--- config.mk ---
export PLATFORM = sky130hd
export DESIGN_NAME = serial_pattern_gen
export DESIGN_NICKNAME = d
export VERILOG_FILES = /design/src/rtl/serial_pattern_gen.sv
export SDC_FILE = /design/constraint.sdc
export NUM_CORES = 1
export LEC_CHECK = 0
export ABC_AREA = 1
export BUFFER_PORTS_ARGS = -buffer_cell sky130_fd_sc_hd__clkbuf_2
export CORE_MARGIN = 2
export CORE_UTILIZATION = 62
export CTS_CLUSTER_DIAMETER = 100
export CTS_CLUSTER_SIZE = 30
export DETAILED_ROUTE_END_ITERATION = 8
export PLACE_DENSITY = 0.84
export SYNTH_ARGS = -nofsm -noshare
export SYNTH_HDL_FRONTEND = slang
export SYNTH_SLANG_ARGS = --single-unit
--- constraint.sdc ---
create_clock -name CLK -period 4.3 [get_ports CLK]
set_input_delay 1.29 -clock CLK [delete_from_list [all_inputs] [get_ports CLK]]
set_output_delay 1.29 -clock CLK [all_outputs]
set_load 0.01 [all_outputs]
--- src/rtl/serial_pattern_gen.sv ---
// Serial bit-stream transmitter: loads a 1..WIDTH bit pattern on START and shifts it out
// MSB-first on E, one bit per clock, with optional gap-free repeat of the captured pattern.
module serial_pattern_gen #(
    parameter int WIDTH = 8,
    parameter int LW    = $clog2(WIDTH + 1)
) (
    input  logic             CLK,
    input  logic             RESET,
    input  logic             START,
    input  logic [WIDTH-1:0] DATA,
    input  logic [LW-1:0]    LEN,
    input  logic             REPEAT,
    output logic             E,
    output logic             VALID,
    output logic             BUSY,
    output logic             DONE
);

    typedef enum logic [1:0] {
        IDLE  = 2'd0,
        SHIFT = 2'd1,
        FIN   = 2'd2
    } state_t;

    localparam logic [LW-1:0] WIDTH_L = LW'(WIDTH);
    localparam logic [LW-1:0] ONE_L   = LW'(1);

    state_t           state, state_n;
    logic [WIDTH-1:0] sreg, sreg_n;
    logic [WIDTH-1:0] hold, hold_n;
    logic [LW-1:0]    cnt, cnt_n;
    logic [LW-1:0]    hlen, hlen_n;
    logic             e_n, valid_n, busy_n, done_n;
    logic             len_ok;
    logic [WIDTH-1:0] aligned;

    always_comb begin
        len_ok  = (LEN >= ONE_L) && (LEN <= WIDTH_L);
        // Left-align so the first bit to send always sits in the MSB.
        aligned = DATA << (WIDTH_L - LEN);

        state_n = state;
        sreg_n  = sreg;
        hold_n  = hold;
        cnt_n   = cnt;
        hlen_n  = hlen;
        e_n     = 1'b0;
        valid_n = 1'b0;
        busy_n  = 1'b0;
        done_n  = 1'b0;

        case (state)
            IDLE: begin
                if (START && len_ok) begin
                    sreg_n  = aligned;
                    hold_n  = aligned;
                    cnt_n   = LEN;
                    hlen_n  = LEN;
                    state_n = SHIFT;
                    e_n     = aligned[WIDTH-1];
                    valid_n = 1'b1;
                    busy_n  = 1'b1;
                end
            end
            SHIFT: begin
                if (cnt > ONE_L) begin
                    sreg_n  = sreg << 1;
                    cnt_n   = cnt - ONE_L;
                    e_n     = sreg_n[WIDTH-1];
                    valid_n = 1'b1;
                    busy_n  = 1'b1;
                end else if (REPEAT) begin
                    // Reload from the captured copy so live DATA never leaks into a repeat.
                    sreg_n  = hold;
                    cnt_n   = hlen;
                    e_n     = hold[WIDTH-1];
                    valid_n = 1'b1;
                    busy_n  = 1'b1;
                end else begin
                    sreg_n  = '0;
                    cnt_n   = '0;
                    state_n = FIN;
                    done_n  = 1'b1;
                end
            end
            FIN: begin
                state_n = IDLE;
            end
            default: begin
                state_n = IDLE;
            end
        endcase
    end

    // Outputs are registered next-state values, so nothing combinational reaches a port.
    always_ff @(posedge CLK) begin
        if (RESET) begin
            state <= IDLE;
            sreg  <= '0;
            hold  <= '0;
            cnt   <= '0;
            hlen  <= '0;
            E     <= 1'b0;
            VALID <= 1'b0;
            BUSY  <= 1'b0;
            DONE  <= 1'b0;
        end else begin
            state <= state_n;
            sreg  <= sreg_n;
            hold  <= hold_n;
            cnt   <= cnt_n;
            hlen  <= hlen_n;
            E     <= e_n;
            VALID <= valid_n;
            BUSY  <= busy_n;
            DONE  <= done_n;
        end
    end

endmodule

==> summary.txt <==
Status
  • Outcome: completed

Global routing
  • Grt total ovfl: 0
  • First-pass GRT wire length: 6040 um
  • Initial antenna violation count: 0
  • Largest net degree at the start of global routing: 28
  • GRT Total Usage: 23.6%
  • Vias in the first global route: 1467

Timing
  • Layout Skew: 0.0111 ns
  • Hold slack final: 0.476 ns
  • Fmax: 0.378 GHz
  • Min cycle time layout: 2.65 ns
  • Setup violators final: 0
  • Period utilisation layout: 61.6%
  • Worst setup margin: 1.65 ns
  • Max-slew violation count: 0
  • RSZ-0062 raised after global routing: false
  • Final Hold Fails: 0
  • Max_slew headroom: 60.1%
  • Sum Neg Setup Slack: 0 ns
  • Actual slew at the worst max-slew pin: 0.597 ns

Synth
  • Cell variety after synth: 27
  • Seq/Total Area, Yosys: 33.4%
  • Synth Net Count: 275
  • Synth top area cells: dfxtp_1 33%, nand2_1 19%, nand3_1 8.6%, a21oi_1 6.9%, inv_1 3.8%
  • Mapped Cells: 255
  • Top cell type's share of synthesized area: 33.4%
  • Mapped Avg Cell Area: 6.59 sq um
  • Area leader, netlist: dfxtp_1
  • Synthesized flop and latch total: 28
  • Mapped Area: 1680 sq um
  • Synth warn: 0

Worst setup path
  • Max stage delay on crit path: 0.27 ns
  • Setup Crit Path Kind: in2reg
  • Worst setup SP type: input port
  • CP Cell Sequence: clkbuf_2 > inv_6 > ha_1 > inv_1 > nor2_1 > nand2_1 > nand3_4 > nor2_2 > nand2_1 > nand2_1 > nand2_1 > a21oi_1
  • Arrival @ worst endpoint: 2.91 ns
  • CP max FO: 26
  • Crit path top cell by count: nand2_1
  • Slowest-stage cell, CP: nand3_4
  • Nature of the critical path endpoint: flop
  • Required @ worst endpoint: 4.57 ns

Floorplan
  • Die W: 56.1 um
  • Core area: 2520 sq um
  • I/O pins: 20
  • Die area: 3140 sq um
  • Num rows: 18
  • Die H: 56.1 um
  • Starting density of the core: 66.6%

Clocking
  • Deepest clock path buffer count: 2
  • Sink Count: 28
  • Post-cts sizing count: 0
  • Clk_lat worst skew: 0.34 ns
  • Root Buffer Master: clkbuf_4
  • Clock-pin slew on the worst setup and hold paths: 0.15 ns
  • CTS buffer count: 3
  • Setup Fix Bufs, Post-CTS: 0
  • Clock tree from TritonCTS: yes
  • H-tree depth: 1
  • Hold-fix buffers at CTS: 0

Worst hold path
  • Worst min path class: reg2reg

Power
  • VDD IR-drop max: 0.261 mV
  • Leak: 0.816 nW
  • Cell Pwr Density: 341 nW/um^2
  • Total chip power: 0.603 mW

Cells and area
  • Fraction of layout instances using a drive strength above 1: 18.1%
  • Area Growth Syn to Fin: 5.21%
  • ANT cells: 0
  • Layout net count: 286
  • Multi-input gate area: 931 sq um
  • Flip-flop and latch area: 561 sq um
  • Final cell count without fillers: 295
  • Fillcell total: 237

Routing
  • 1st-iter DRT viols: 63
  • Residual DRC count: 0
  • Post-route ant nets: 0
  • Vias: 1616
  • Detailed Route WL: 3450 um
  • Avg Vias per Cell: 5.48
  • 1st-pass router iterations: 4
  • Routed len/inst: 11.7 um

Placed design
  • Post-placement cell count: 291
  • DP Worst Slack: 1.28 ns
  • Gpl congestion: 0.957
  • IO Port Bufs: 19
  • DP Wirelength: 2510 um

Flow run
  • Max-Cap Viols: 0
## critical path: cells and delay by family
family	cells	cell delay (ns)
adders and majority gates	1	0.24
and+or+nand+nor	7	0.86
AOI/OAI and AO/OA	1	0.14
buffers and inverters	3	0.38
## power breakdown
group          internal, mW  total, mW  switching (mW)  leakage, nW
clock                0.0943      0.178          0.0834       0.0279
combinational        0.0449      0.146           0.101        0.560
sequential            0.273      0.280         0.00701        0.228
total                 0.412      0.603           0.191        0.816
## synth_stat cells (all sizes together)
cell type / count
nand2: 94
nor2: 21
o211ai: 1
a21oi: 27
nand3: 31
nand4: 1
dfxtp: 28
inv: 23
clkbuf: 4
ha: 4
nor4: 2
a31oi: 3
o21ai: 5
nand3b: 1
buf: 9
o22ai: 1
## cell usage in the layout, fill, tap and decap left out, drive strengths merged, types with 2 or more instances in the layout
cell type  synthesis  final
o21ai              5      5
clkbuf             4     22
dfxtp             28     28
a21oi             27     27
ha                 4      4
nand2             94     94
nor2              21     21
a31oi              3      3
nand3             31     31
nor4               2      2
inv               23     23
## layer usage
layer | GRT usage (%) | wire (um)
met4 | 6.80 | 29
met1 | 29.5 | 1490
met2 | 41.8 | 1730
met5 | 0 | 0
met3 | 3.26 | 196
## registers in the layout, indices dropped and copies added, names as in the netlist
register  cells
hold          8
sreg          7
cnt           4
hlen          4
state         2
BUSY          1
DONE          1
E             1
## cell type report
class	count	area share, %
flip-flops and latches	28	31.7
well taps	30	2.12
clock inverters	1	1.70
repair buffers	19	5.38
multi-input cells	191	52.7
clock buffers	3	1.27
inverters	23	5.17
## worst paths after layout
| path | cells past startpoint | end | slack, ns | start |
|---|---|---|---|---|
| max | 12 | sreg[5] | 1.65 | LEN[0] |
| min | 2 | hold[5] | 0.48 | hold[5] |
| max reg2reg | 8 | sreg[5] | 2.20 | cnt[0] |
| min reg2reg | 2 | hold[5] | 0.48 | hold[5] |
## per-stage QoR
stage	utilization, %	cell area [sq um]
3_5_place_dp	68.0	1720
5_1_grt	70.1	1770
2_1_floorplan	-	1680
6_report	70.1	1770
3_3_place_gp	68.0	1720
4_1_cts	70.1	1770
## cell families (layout without fill, tap and decap cells)
family,after synthesis,count (layout),synth area share [%]
and+or+nand+nor,150,150,40.1
AOI/OAI and AO/OA,37,37,12.4
buffers and inverters,36,46,11.2
DFF,28,28,33.4
adders and majority gates,4,4,2.98
Power figures use the tool's default switching activity.
